===== src/rtl/muldiv_pkg.sv =====
// Shared definitions for the iterative multiply/divide unit: op encodings,
// FSM states and latency constants.
package muldiv_pkg;

    localparam int MULDIV_ITERS = 32;
    localparam int MULDIV_LAT   = 34;

    typedef enum logic [1:0] {
        OP_MULT  = 2'b00,
        OP_MULTU = 2'b01,
        OP_DIV   = 2'b10,
        OP_DIVU  = 2'b11
    } op_e;

    typedef enum logic [1:0] {
        IDLE = 2'd0,
        CALC = 2'd1,
        FIX  = 2'd2
    } state_e;

    function automatic logic op_is_signed(input op_e op);
        return (op == OP_MULT) || (op == OP_DIV);
    endfunction

    function automatic logic op_is_div(input op_e op);
        return (op == OP_DIV) || (op == OP_DIVU);
    endfunction

endpackage


===== src/rtl/muldiv_if.sv =====
// Request/result bundle between the execute stage and the multiply/divide unit.
interface muldiv_if #(
    parameter int WIDTH = 32
);
    logic             start;
    logic [1:0]       op;
    logic [WIDTH-1:0] a;
    logic [WIDTH-1:0] b;
    logic             mthi;
    logic             mtlo;
    logic             cancel;
    logic             busy;
    logic             done;
    logic [WIDTH-1:0] Write_hi;
    logic [WIDTH-1:0] Write_lo;

    modport master (
        output start, op, a, b, mthi, mtlo, cancel,
        input  busy, done, Write_hi, Write_lo
    );

    modport slave (
        input  start, op, a, b, mthi, mtlo, cancel,
        output busy, done, Write_hi, Write_lo
    );
endinterface


===== src/rtl/muldiv_step.sv =====
// One combinational iteration: shift-add multiply step or restoring divide
// step, chosen by div_mode_i. {hi_i, lo_i} is the working accumulator.
module muldiv_step #(
    parameter int WIDTH = 32
) (
    input  logic             div_mode_i,
    input  logic [WIDTH-1:0] hi_i,
    input  logic [WIDTH-1:0] lo_i,
    input  logic [WIDTH-1:0] opnd_i,
    output logic [WIDTH-1:0] hi_o,
    output logic [WIDTH-1:0] lo_o
);

    logic [WIDTH:0]   sum;
    logic [WIDTH:0]   rem_sh;
    logic [WIDTH-1:0] diff;
    logic             ge;

    always_comb begin
        sum    = {1'b0, hi_i} + (lo_i[0] ? {1'b0, opnd_i} : {(WIDTH+1){1'b0}});
        rem_sh = {hi_i, lo_i[WIDTH-1]};
        ge     = (rem_sh >= {1'b0, opnd_i});
        // When ge holds the true difference is below the divisor, so the
        // low WIDTH bits of the subtraction are exact.
        diff   = rem_sh[WIDTH-1:0] - opnd_i;
        if (div_mode_i) begin
            hi_o = ge ? diff : rem_sh[WIDTH-1:0];
            lo_o = {lo_i[WIDTH-2:0], ge};
        end else begin
            hi_o = sum[WIDTH:1];
            lo_o = {sum[0], lo_i[WIDTH-1:1]};
        end
    end

endmodule


===== src/rtl/muldiv_unit.sv =====
// Iterative MULT/MULTU/DIV/DIVU unit with MTHI/MTLO, producing the HI/LO
// write buses. Fixed latency: done pulses 34 edges after start is sampled.
module muldiv_unit
    import muldiv_pkg::*;
#(
    parameter int WIDTH = 32
) (
    input  logic     clk,
    input  logic     rst_n,
    muldiv_if.slave  bus
);

    localparam int CW = $clog2(WIDTH);

    state_e           state_q, state_d;
    logic [CW-1:0]    cnt_q, cnt_d;
    logic             fix2_q, fix2_d;
    logic             div_q, div_d;
    logic             neg_res_q, neg_res_d;
    logic             neg_rem_q, neg_rem_d;
    logic             div0_q, div0_d;
    logic [WIDTH-1:0] opnd_q, opnd_d;
    logic [WIDTH-1:0] hi_q, hi_d;
    logic [WIDTH-1:0] lo_q, lo_d;
    logic [WIDTH-1:0] whi_q, whi_d;
    logic [WIDTH-1:0] wlo_q, wlo_d;
    logic             done_q, done_d;

    op_e              op_s;
    logic             sgn_op;
    logic             div_op;
    logic [WIDTH-1:0] a_mag, b_mag;
    logic [WIDTH-1:0] step_hi, step_lo;
    logic [2*WIDTH-1:0] prod_neg;

    assign op_s     = op_e'(bus.op);
    assign sgn_op   = op_is_signed(op_s);
    assign div_op   = op_is_div(op_s);
    assign a_mag    = (sgn_op && bus.a[WIDTH-1]) ? -bus.a : bus.a;
    assign b_mag    = (sgn_op && bus.b[WIDTH-1]) ? -bus.b : bus.b;
    assign prod_neg = -{hi_q, lo_q};

    muldiv_step #(.WIDTH(WIDTH)) u_step (
        .div_mode_i (div_q),
        .hi_i       (hi_q),
        .lo_i       (lo_q),
        .opnd_i     (opnd_q),
        .hi_o       (step_hi),
        .lo_o       (step_lo)
    );

    always_comb begin
        state_d   = state_q;
        cnt_d     = cnt_q;
        fix2_d    = fix2_q;
        div_d     = div_q;
        neg_res_d = neg_res_q;
        neg_rem_d = neg_rem_q;
        div0_d    = div0_q;
        opnd_d    = opnd_q;
        hi_d      = hi_q;
        lo_d      = lo_q;
        whi_d     = whi_q;
        wlo_d     = wlo_q;
        done_d    = 1'b0;

        case (state_q)
            IDLE: begin
                if (bus.start) begin
                    if (!bus.cancel) begin
                        state_d   = CALC;
                        cnt_d     = '0;
                        fix2_d    = 1'b0;
                        div_d     = div_op;
                        opnd_d    = div_op ? b_mag : a_mag;
                        hi_d      = '0;
                        lo_d      = div_op ? a_mag : b_mag;
                        neg_res_d = sgn_op & (bus.a[WIDTH-1] ^ bus.b[WIDTH-1]);
                        neg_rem_d = sgn_op & bus.a[WIDTH-1];
                        div0_d    = div_op & (bus.b == '0);
                    end
                end else begin
                    if (bus.mthi) whi_d = bus.a;
                    if (bus.mtlo) wlo_d = bus.a;
                end
            end
            CALC: begin
                if (bus.cancel) begin
                    state_d = IDLE;
                end else begin
                    hi_d  = step_hi;
                    lo_d  = step_lo;
                    cnt_d = cnt_q + 1'b1;
                    if (cnt_q == CW'(WIDTH-1)) state_d = FIX;
                end
            end
            FIX: begin
                // First FIX cycle applies the sign fixup, second publishes it.
                if (bus.cancel) begin
                    state_d = IDLE;
                end else if (!fix2_q) begin
                    fix2_d = 1'b1;
                    if (div_q) begin
                        lo_d = div0_q ? '1 : (neg_res_q ? -lo_q : lo_q);
                        hi_d = neg_rem_q ? -hi_q : hi_q;
                    end else if (neg_res_q) begin
                        {hi_d, lo_d} = prod_neg;
                    end
                end else begin
                    whi_d   = hi_q;
                    wlo_d   = lo_q;
                    done_d  = 1'b1;
                    state_d = IDLE;
                end
            end
            default: state_d = IDLE;
        endcase
    end

    always_ff @(posedge clk or negedge rst_n) begin
        if (!rst_n) begin
            state_q   <= IDLE;
            cnt_q     <= '0;
            fix2_q    <= 1'b0;
            div_q     <= 1'b0;
            neg_res_q <= 1'b0;
            neg_rem_q <= 1'b0;
            div0_q    <= 1'b0;
            opnd_q    <= '0;
            hi_q      <= '0;
            lo_q      <= '0;
            whi_q     <= '0;
            wlo_q     <= '0;
            done_q    <= 1'b0;
        end else begin
            state_q   <= state_d;
            cnt_q     <= cnt_d;
            fix2_q    <= fix2_d;
            div_q     <= div_d;
            neg_res_q <= neg_res_d;
            neg_rem_q <= neg_rem_d;
            div0_q    <= div0_d;
            opnd_q    <= opnd_d;
            hi_q      <= hi_d;
            lo_q      <= lo_d;
            whi_q     <= whi_d;
            wlo_q     <= wlo_d;
            done_q    <= done_d;
        end
    end

    assign bus.busy     = (state_q != IDLE);
    assign bus.done     = done_q;
    assign bus.Write_hi = whi_q;
    assign bus.Write_lo = wlo_q;

endmodule


===== src/flat_wrapper.sv =====
// flat-port wrapper written by rule: the top's interface ports become plain ports
module muldiv_unit_flat import muldiv_pkg::*;
#(
    parameter int WIDTH = 32
)
  (clk, rst_n, bus_start, bus_op, bus_a, bus_b, bus_mthi, bus_mtlo, bus_cancel, bus_busy, bus_done, bus_Write_hi, bus_Write_lo);
  muldiv_if #(.WIDTH(WIDTH)) bus_i ();
  input  logic clk;
  input  logic rst_n;
  input wire logic [$bits(bus_i.start)-1:0] bus_start;
  input wire logic [$bits(bus_i.op)-1:0] bus_op;
  input wire logic [$bits(bus_i.a)-1:0] bus_a;
  input wire logic [$bits(bus_i.b)-1:0] bus_b;
  input wire logic [$bits(bus_i.mthi)-1:0] bus_mthi;
  input wire logic [$bits(bus_i.mtlo)-1:0] bus_mtlo;
  input wire logic [$bits(bus_i.cancel)-1:0] bus_cancel;
  output wire logic [$bits(bus_i.busy)-1:0] bus_busy;
  output wire logic [$bits(bus_i.done)-1:0] bus_done;
  output wire logic [$bits(bus_i.Write_hi)-1:0] bus_Write_hi;
  output wire logic [$bits(bus_i.Write_lo)-1:0] bus_Write_lo;
  assign bus_i.start = bus_start;
  assign bus_i.op = bus_op;
  assign bus_i.a = bus_a;
  assign bus_i.b = bus_b;
  assign bus_i.mthi = bus_mthi;
  assign bus_i.mtlo = bus_mtlo;
  assign bus_i.cancel = bus_cancel;
  assign bus_busy = bus_i.busy;
  assign bus_done = bus_i.done;
  assign bus_Write_hi = bus_i.Write_hi;
  assign bus_Write_lo = bus_i.Write_lo;
  muldiv_unit #(.WIDTH(WIDTH)) u_core (.clk(clk), .rst_n(rst_n), .bus(bus_i));
endmodule

===== config.mk =====
export PLATFORM = sky130hd
export DESIGN_NAME = muldiv_unit_flat
export DESIGN_NICKNAME = d
export VERILOG_FILES = /design/src/rtl/muldiv_pkg.sv /design/src/rtl/muldiv_if.sv /design/src/rtl/muldiv_step.sv /design/src/rtl/muldiv_unit.sv /design/src/flat_wrapper.sv
export SDC_FILE = /design/constraint.sdc
export NUM_CORES = 1
export LEC_CHECK = 0
export BUFFER_PORTS_ARGS = -buffer_cell sky130_fd_sc_hd__buf_2
export CAP_MARGIN = 30
export CORE_ASPECT_RATIO = 0.5
export CORE_UTILIZATION = 45
export DETAILED_ROUTE_END_ITERATION = 6
export PLACE_DENSITY = 0.63
export SETUP_SLACK_MARGIN = 0.1
export SYNTH_ARGS = -nofsm -noshare
export SYNTH_HDL_FRONTEND = slang
export SYNTH_HIERARCHICAL = 1
export SYNTH_SLANG_ARGS = --single-unit

===== constraint.sdc =====
create_clock -name clk -period 4.3 [get_ports clk]
set_clock_uncertainty 0.1 [all_clocks]
set_input_delay 0.215 -clock clk [delete_from_list [all_inputs] [get_ports clk]]
set_output_delay 0.215 -clock clk [all_outputs]
set_load 0.01 [all_outputs]

After elaboration in Yosys (flattened, before gate mapping) --
Index checks and enable logic that the tools add are counted.
Storage, ports and cells: register bits 173, logic and storage cells 120, output and inout bits 66, input bits 72
Cells by class: mux-type cells 55, bitwise logic cells 5, equal/unequal tests 19, reduce and logical (&&, ||, !) cells 19, magnitude comparators 1, add/sub/neg operators 8
Operator list (count):
- $mux 32 | 33
- $pmux 32 s3 | 2
- $neg 32->32 | 4
- $pmux 32 s2 | 2
- $neg 64->64 | 1
- $add 32x33->33 | 1
- $ge 33x32->1 | 1
- $logic_not 32->1 | 1
- $sub 32x32->32 | 1
- $ne 2x2->1 const B | 8
- $reduce_and 8->1 | 2
- $mux 5 | 3
- $mux 2 | 6
- $reduce_and 4->1 | 3
- $pmux 5 s2 | 1
- $reduce_and 5->1 | 2
- $eq 2x2->1 const B | 3
- $mux 1 | 6
- $ne 3x1->1 const B | 2
- $ne 3x2->1 const B | 2
- $pmux 2 s3 | 1
- $reduce_bool 2->1 | 3
- $add 5x1->5 const B | 1
- $eq 5x5->1 const B | 1
- 12 further kinds | 17

Longest topological paths before layout --
Gate-level depths: netlist of run 1.
depth after elaboration 8, gate-level depth with buffers 18, gate-level depth less buffers 17

Cells and area by module --
The synthesis of run 1 kept the hierarchy.
By module, submodules not included:
- muldiv_unit | sequential area each 4329.2 um^2, area an instance 11564.8 um^2, cells an instance 1404, instances 1
- muldiv_step | sequential area each 0.0 um^2, area an instance 4583.1 um^2, cells an instance 646, instances 1

Worst setup path before layout of run 1 --
OpenSTA, ideal clock, no wires.
path kind register to register, start point register u_core.lo_q[0], end point register u_core.hi_q[31], path buffers 1, path slack 0.560 ns, data required time 4.070 ns, cell stages (with the launch flop) 17, data arrival time 3.510 ns, path through dfrtp_1 > clkbuf_1 > and2_1 > ha_1 > fa_1 > a211oi_1 > nor4_1 > nor3_2 > nor3_1 > o221a_2 > a221o_1 > a22oi_1 > a21boi_0 > o32a_1 > and3_1 > a21oi_1 > o211ai_2
RTL lines:
- start: declaration | line muldiv_unit.sv:24 | logic [WIDTH-1:0] lo_q, lo_d;
- start signal: assignment | line muldiv_unit.sv:145 | lo_q <= lo_d;
- $mux 32 | line muldiv_step.sv:20 | sum = {1'b0, hi_i} + (lo_i[0] ? {1'b0, opnd_i} : {(WIDTH+1){1'b0}});
- $add 32x33->33 | line muldiv_step.sv:20
- $mux 32 | line muldiv_step.sv:26 | if (div_mode_i) begin
- named net u_core.step_hi[31] | line muldiv_unit.sv:33 | logic [WIDTH-1:0] step_hi, step_lo;
- $mux 32 | line muldiv_unit.sv:88 | if (bus.cancel) begin
- $pmux 32 s3 | line muldiv_unit.sv:67 | case (state_q)
- end signal: assignment | line muldiv_unit.sv:144 | hi_q <= hi_d;
- end: declaration | line muldiv_unit.sv:23 | logic [WIDTH-1:0] hi_q, hi_d;
The timed path passes the listed nets, and every way through them passes these cells. The select of a mux whose other input is x is not followed. A chain may end at the register's enable or synchronous reset.

Final worst setup path of run 1 --
Ends and elaborated chain as after synthesis.

==> results of run 1 <==
[registers in the layout (all words and copies together) (netlist names)]
name	flops
u_core/bus.Write_hi	32
u_core/bus.Write_lo	32
u_core/bus.done	1
u_core/cnt_q	5
u_core/div0_q	1
u_core/div_q	1
u_core/fix2_q	1
u_core/hi_q	32
u_core/lo_q	32
u_core/neg_rem_q	1
u_core/neg_res_q	1
u_core/opnd_q	32
u_core/state_q	2
[layout make-up]
cell class | count | area [sq um] | area share, %
clock inverters | 14 | 181 | 0.999
repair buffers | 206 | 1290 | 7.13
clock buffers | 18 | 439 | 2.42
multi-input cells | 1673 | 11000 | 60.8
diodes | 3 | 7.51 | 0.0413
flip-flops and latches | 173 | 4330 | 23.9
well taps | 475 | 594 | 3.27
inverters | 73 | 274 | 1.51
[placed cells by master (no fill, tap or decap), types with 23 or more instances in the layout]
| cell type | Yosys | layout |
|---|---|---|
| a21oi_1 | 262 | 260 |
| nor2_1 | 195 | 195 |
| dfrtp_1 | 173 | 172 |
| nand2_1 | 162 | 162 |
| buf_2 | 9 | 136 |
| o21ai_0 | 108 | 108 |
| ha_1 | 74 | 73 |
| inv_1 | 72 | 72 |
| xnor2_1 | 67 | 67 |
| buf_4 | 0 | 60 |
| xor2_1 | 55 | 55 |
| nor3_1 | 51 | 51 |
| mux2i_1 | 46 | 46 |
| nand3_1 | 42 | 41 |
| mux2_2 | 40 | 40 |
| and2_1 | 37 | 37 |
| nor2b_1 | 32 | 32 |
| o31ai_1 | 32 | 32 |
| nor4_1 | 32 | 32 |
| a21o_1 | 27 | 27 |
| or3_1 | 26 | 26 |
| a31oi_1 | 24 | 24 |
| o211ai_1 | 23 | 23 |
[stage by stage]
| step | instance area [sq um] | setup WS, ns | hold slack (ns) | power [W] | utilization [%] |
|---|---|---|---|---|---|
| after global routing | 18200 | 0.112 | 0.0346 | 0.0145 | 52.0 |
| after floorplan | 16100 | 0.560 | -0.181 | 0.00888 | - |
| after detailed placement | 17500 | 0.278 | 0.184 | 0.0116 | 50.1 |
| final | 18200 | 0.313 | 0.0401 | 0.0136 | 52.0 |
| after CTS | 18100 | 0.256 | 0.00701 | 0.0134 | 52.0 |
| after global placement | 17500 | 0.327 | 0.183 | 0.0116 | 50.1 |
[repair_timing]
item / CTS / global route
hold buffers: 3 / 0
setup endpoints to repair: 0 / 2
endpoints found under the hold margin: 77 / 0
resized for setup: 0 / 1
[logic make-up (layout without fill, tap and decap cells)]
family | after synthesis | count (layout)
AND/OR/NAND/NOR | 699 | 699
buffers and inverters | 204 | 311
AO/OA/AOI/OAI | 689 | 689
adder cells (fa/ha/maj) | 76 | 76
XOR/XNOR | 122 | 122
flip-flops | 173 | 173
multiplexers | 87 | 87
other | 0 | 3
[power breakdown]
group | leakage, nW | switching (W) | internal [W]
logic | 5.30 | 0.00529 | 0.00325
registers | 2.10 | 0.00105 | 0.00234
clock network | 0.301 | 0.000752 | 0.000942
total | 7.71 | 0.00710 | 0.00654
[worst reg2reg max path: cells and delay by family (launching register included)]
kind	cells	cell delay, ns
AO/OA/AOI/OAI	8	1.80
flip-flops	1	0.53
adder cells (fa/ha/maj)	2	0.66
AND/OR/NAND/NOR	5	0.79
[how the worst max path moves through the flow]
stage | start | to | slack (ns) | cells after the start
5_1_grt | u_core/lo_q[0] | u_core/hi_q[27] | 0.11 | 16
3_3_place_gp | u_core/lo_q[0] | u_core/hi_q[31] | 0.33 | 15
4_1_cts | u_core/lo_q[0] | u_core/hi_q[31] | 0.26 | 15
3_5_place_dp | u_core/lo_q[0] | u_core/hi_q[31] | 0.28 | 15
6_report | u_core/lo_q[0] | u_core/hi_q[31] | 0.31 | 15
2_1_floorplan | u_core/lo_q[0] | u_core/hi_q[31] | 0.56 | 16
[routing by layer]
layer  up-vias  track usage, %
li1       7792               -
met1      8085            50.5
met2       905            45.2
met3        85            10.0
met4         2            8.49
met5         -               0
==> impl_metrics.ini, run 1 <==
[synth]
synth_flop_cell = dfrtp_1
syn_area_per_cell_sq_um = 7.88
synthArstFlopShare_pct = 100
synth.top_cells.by_count = 262 x a21oi_1, 195 x nor2_1, 173 x dfrtp_1, 162 x nand2_1
synth_edf_count = 0
syn_inst = 2050
synth_compound_area_share_pct = 27.7
synthDominantCellAreaShare_pct = 26.8
synth_seq_area_share_pct = 26.8
synth.area.mux_share_pct = 5.73
synthXorXnorAreaFrac_pct = 6.62
yosysMostFrequentCell = a21oi_1
synth-simple-area-share_pct = 22.0
ys_ff_latch = 173
synth_cell_types = 97
yosysWarnings = 6
synth_top_family_by_area = compound AO/OA/AOI/OAI gates
yosysTopAreaCell = dfrtp_1
synth_area_leaders = dfrtp_1 27%, a21oi_1 8.1%, ha_1 5.7%
synthesis.area_sq_mm = 0.0161
synth_fp_nets = 2198
synth_adder_area_share_pct = 5.98

[min_path]
min_from = bus_b[29]
whs_path_depth = 4
hold_path_end = u_core/div0_q
hold_path.class = input pin to flop

[pwr]
peakVddDrop_mv = 0.625
p_leak_nw = 7.71
powerDensity_mw_per_mm2 = 751

[worst_setup_path]
cp_max_fo = 13
critPathSlowestCell = dfrtp_1
path_cells = and2_1 > ha_1 > fa_1 > a211oi_2 > nor4_1 > nor3_2 > nor3_1 > o221a_2 > a221o_1 > a22oi_1 > a21boi_0 > o32a_1 > and3_1 > a21oi_1 > o211ai_2
reg2reg_depth = 15
worstReg2RegStart = u_core/lo_q[0]
worstPathRequired_ns = 4.54
critical-path-max-stage-delay_ns = 0.53
worstSetupEndpointType = flop
worstPathArrival_ns = 4.22
start_kind = flop
path_delay_family = compound AO/OA/AOI/OAI gates
timing.rr.end = u_core/hi_q[31]
r2r_slack_ns = 0.31
crit_type = flop to flop
crit_buf_inv = 0

[global_route]
first_global_vias = 15000
grt-ovfl-total = 0
grt_pass1_wl_microns = 93600
antenna_found_initial = 4
grt_max_degree = 78
grt_usage_pct = 33.5

[timing]
setup_tns_ns = 0
min_period_ns = 3.99
setup_viol = 0
drv_slew = 0
fmax_mhz = 251
worst_pin_slew_ns = 1.13
rsz0062_at_grt = false
relSlewSlack_pct = 24.7
fin_crit_sh_pct = 92.7
hold_violations = 0

[routing]
vias = 16900
drc_errors = 0
route.top_layer_used = met5
wl_microns = 62500
via_per_inst = 6.40
m1WireLength_microns = 29200
dr.pass1.iters = 5
wl_met3_microns = 7620
drt_iter0_markers = 2400
antenna_left = 0
post_drt_wl_per_cell_microns = 23.7
wl_met2_microns = 24400

[layout]
fin_cells = 2635
fin_nets = 2292
fill_cells = 3430
area_growth_pct = 12.5
layout-drive-gt1-share_pct = 15.3

[placed_design]
routabilityCongestion = 1.03
dp_cells = 2597
dp_hpwl_microns = 47100
numPortBuffers = 137

[floorplanning]
die_area_sq_mm = 0.0367
pin_count = 138
start_util_pct = 46.3
row_count = 48
core_area_sq_mm = 0.0349
die_h_microns = 136
die_x_microns = 270

[flow_run]
drv_cap = 0

[outcome]
status = finished, final reports clean

[clock_tree]
cts_setup_buffers = 0
clkLatencyLatePin_ns = 0.46
htreeDepth = 4
clockBufferDepth = 2
path_clk_slew_ns = 0.07
tritoncts = built
clockRootBuffer = clkbuf_16
cts.sinks = 173
cts_buffers = 17
Note: power is estimated with default switching activity, not from simulation.
==> inputs of run 2 (changes only) <==
--- a/config.mk
+++ b/config.mk
@@ -7,10 +7,13 @@
 export LEC_CHECK = 0
 export BUFFER_PORTS_ARGS = -buffer_cell sky130_fd_sc_hd__buf_2
 export CAP_MARGIN = 30
+export CELL_PAD_IN_SITES_DETAIL_PLACEMENT = 0
+export CELL_PAD_IN_SITES_GLOBAL_PLACEMENT = 1
 export CORE_ASPECT_RATIO = 0.5
 export CORE_UTILIZATION = 45
 export DETAILED_ROUTE_END_ITERATION = 6
-export PLACE_DENSITY = 0.63
+export GPL_ROUTABILITY_DRIVEN = 1
+export PLACE_DENSITY = 0.8
 export SETUP_SLACK_MARGIN = 0.1
 export SYNTH_ARGS = -nofsm -noshare
 export SYNTH_HDL_FRONTEND = slang
==> impl_metrics.ini, run 2 (same netlist as run 1, synthesis figures left out) <==
[outcome]
status = finished, final reports clean

[timing]
setup_tns_ns = 0
drv_slew = 0
relSlewSlack_pct = 25.2
setup_viol = 0
timing.final.ws_setup_ns = 0.353
rsz0062_at_grt = false
hold_ws_ns = 0.0239
hold_violations = 0
min_period_ns = 3.95
worst_pin_slew_ns = 1.12
fin_crit_sh_pct = 91.8
fmax_mhz = 253

[worst_setup_path]
reg2reg_depth = 16
r2r_slack_ns = 0.35
worstReg2RegStart = u_core/lo_q[31]
crit_type = flop to flop
timing.rr.end = u_core/hi_q[20]
worstPathRequired_ns = 4.54
start_kind = flop
cp_max_fo = 6
worstPathArrival_ns = 4.19
worstSetupEndpointType = flop

[routing]
via_per_inst = 6.42
wl_microns = 63900
dr.pass1.iters = 6
drc_errors = 0
vias = 17000
drt_iter0_markers = 2212
post_drt_wl_per_cell_microns = 24.2
antenna_left = 0

[min_path]
min_from = bus_b[29]
hold_path_end = u_core/div0_q
whs_path_depth = 4
hold_path.class = input pin to flop

[clock_tree]
cts_setup_buffers = 0
cts_buffers = 17
cts.sinks = 173
clkLatencyLatePin_ns = 0.46
clockBufferDepth = 2
tritoncts = built
clockRootBuffer = clkbuf_16
path_clk_slew_ns = 0.07
htreeDepth = 4

[global_route]
antenna_found_initial = 4
grt_usage_pct = 34.3
first_global_vias = 15000
grt-ovfl-total = 0
grt_max_degree = 90
grt_pass1_wl_microns = 95000

[layout]
layout_common_cells = 260 x a21oi_1, 195 x nor2_1, 172 x dfrtp_1
mostFrequentLayoutCell = a21oi_1
fin_cells = 2642
layout-drive-gt1-share_pct = 15.6
area_growth_pct = 12.8
fin_nets = 2301

[floorplanning]
pin_count = 138
start_util_pct = 46.3
die_h_microns = 136
die_x_microns = 270
core_area_sq_mm = 0.0349
row_count = 48
die_area_sq_mm = 0.0367

[pwr]
powerDensity_mw_per_mm2 = 756
finalPower_w = 0.0138
peakVddDrop_mv = 0.588
p_leak_nw = 7.75

[placed_design]
dp_cells = 2606
numPortBuffers = 137
routabilityCongestion = 1.03
dp_slack_ns = 0.315
dp_hpwl_microns = 48600

[flow_run]
drv_cap = 0
-- run 2: cell types whose count changed in the layout (fill, tap and decap cells not counted), sizes merged --
cell / previous run / this run
clkbuf: 19 / 20
inv: 76 / 77
diode: 3 / 1
buf: 202 / 211
clkinv: 6 / 4
-- run 2: worst max-delay path, stage by stage (launching register included) --
cell and delay, ns:
dfrtp_1 0.47, inv_1 0.16, ha_1 0.20, inv_1 0.06
fa_1 0.43, a211oi_2 0.25, o21ai_0 0.20, a21oi_1 0.21
o21ai_1 0.14, a221o_1 0.42, a221oi_1 0.31, xnor2_1 0.17
mux2i_1 0.15, mux2i_1 0.10, nand3_1 0.10, nand2_1 0.06
a311o_1 0.31
-- run 2: through the flow --
step	cell area, sq um	utilization, %
5_1_grt	18200	52.2
4_1_cts	18200	52.2
3_5_place_dp	17600	50.3
3_3_place_gp	17500	50.2
2_1_floorplan	16100	-
6_report	18200	52.2
-- run 2: routing by layer --
layer | vias up | global-route usage (%) | part of all wire [%]
met2 | 858 | 46.5 | 40
met5 | - | 0 | 0
met1 | 8227 | 51.7 | 47
met4 | 0 | 7.48 | 1.5
met3 | 71 | 10.7 | 12
li1 | 7798 | - | -
-- run 2: layout make-up --
cell class              instances  area [sq um]
flip-flops and latches        173          4330
inverters                      73           274
multi-input cells            1673         11000
diodes                          1          2.50
fillers                      3384         16700
clock buffers                  19           453
clock inverters                13           176
well taps                     475           594
repair buffers                215          1350
-- run 2: power breakdown --
part / switching, W / total, W / internal [W]
clock network: 0.000773 / 0.00173 / 0.000961
logic: 0.00537 / 0.00866 / 0.00329
registers: 0.00103 / 0.00338 / 0.00234
-- run 2: timing repair --
action | in CTS | in global routing
endpoints found under the hold margin | 90 | 0
setup endpoints to repair | 0 | 1
gates resized for setup | 0 | 1
hold buffers | 3 | 0
-- run 2: how the worst max path moves through the flow --
stage / slack, ns / depth (start not counted) / to / start
detailed placement: 0.32 / 15 / u_core/hi_q[31] / u_core/lo_q[0]
global route: 0.12 / 17 / u_core/hi_q[27] / u_core/lo_q[0]
CTS: 0.30 / 15 / u_core/hi_q[31] / u_core/lo_q[0]
floorplan: 0.56 / 16 / u_core/hi_q[31] / u_core/lo_q[0]
global placement: 0.36 / 15 / u_core/hi_q[31] / u_core/lo_q[0]
finish: 0.35 / 16 / u_core/hi_q[20] / u_core/lo_q[31]
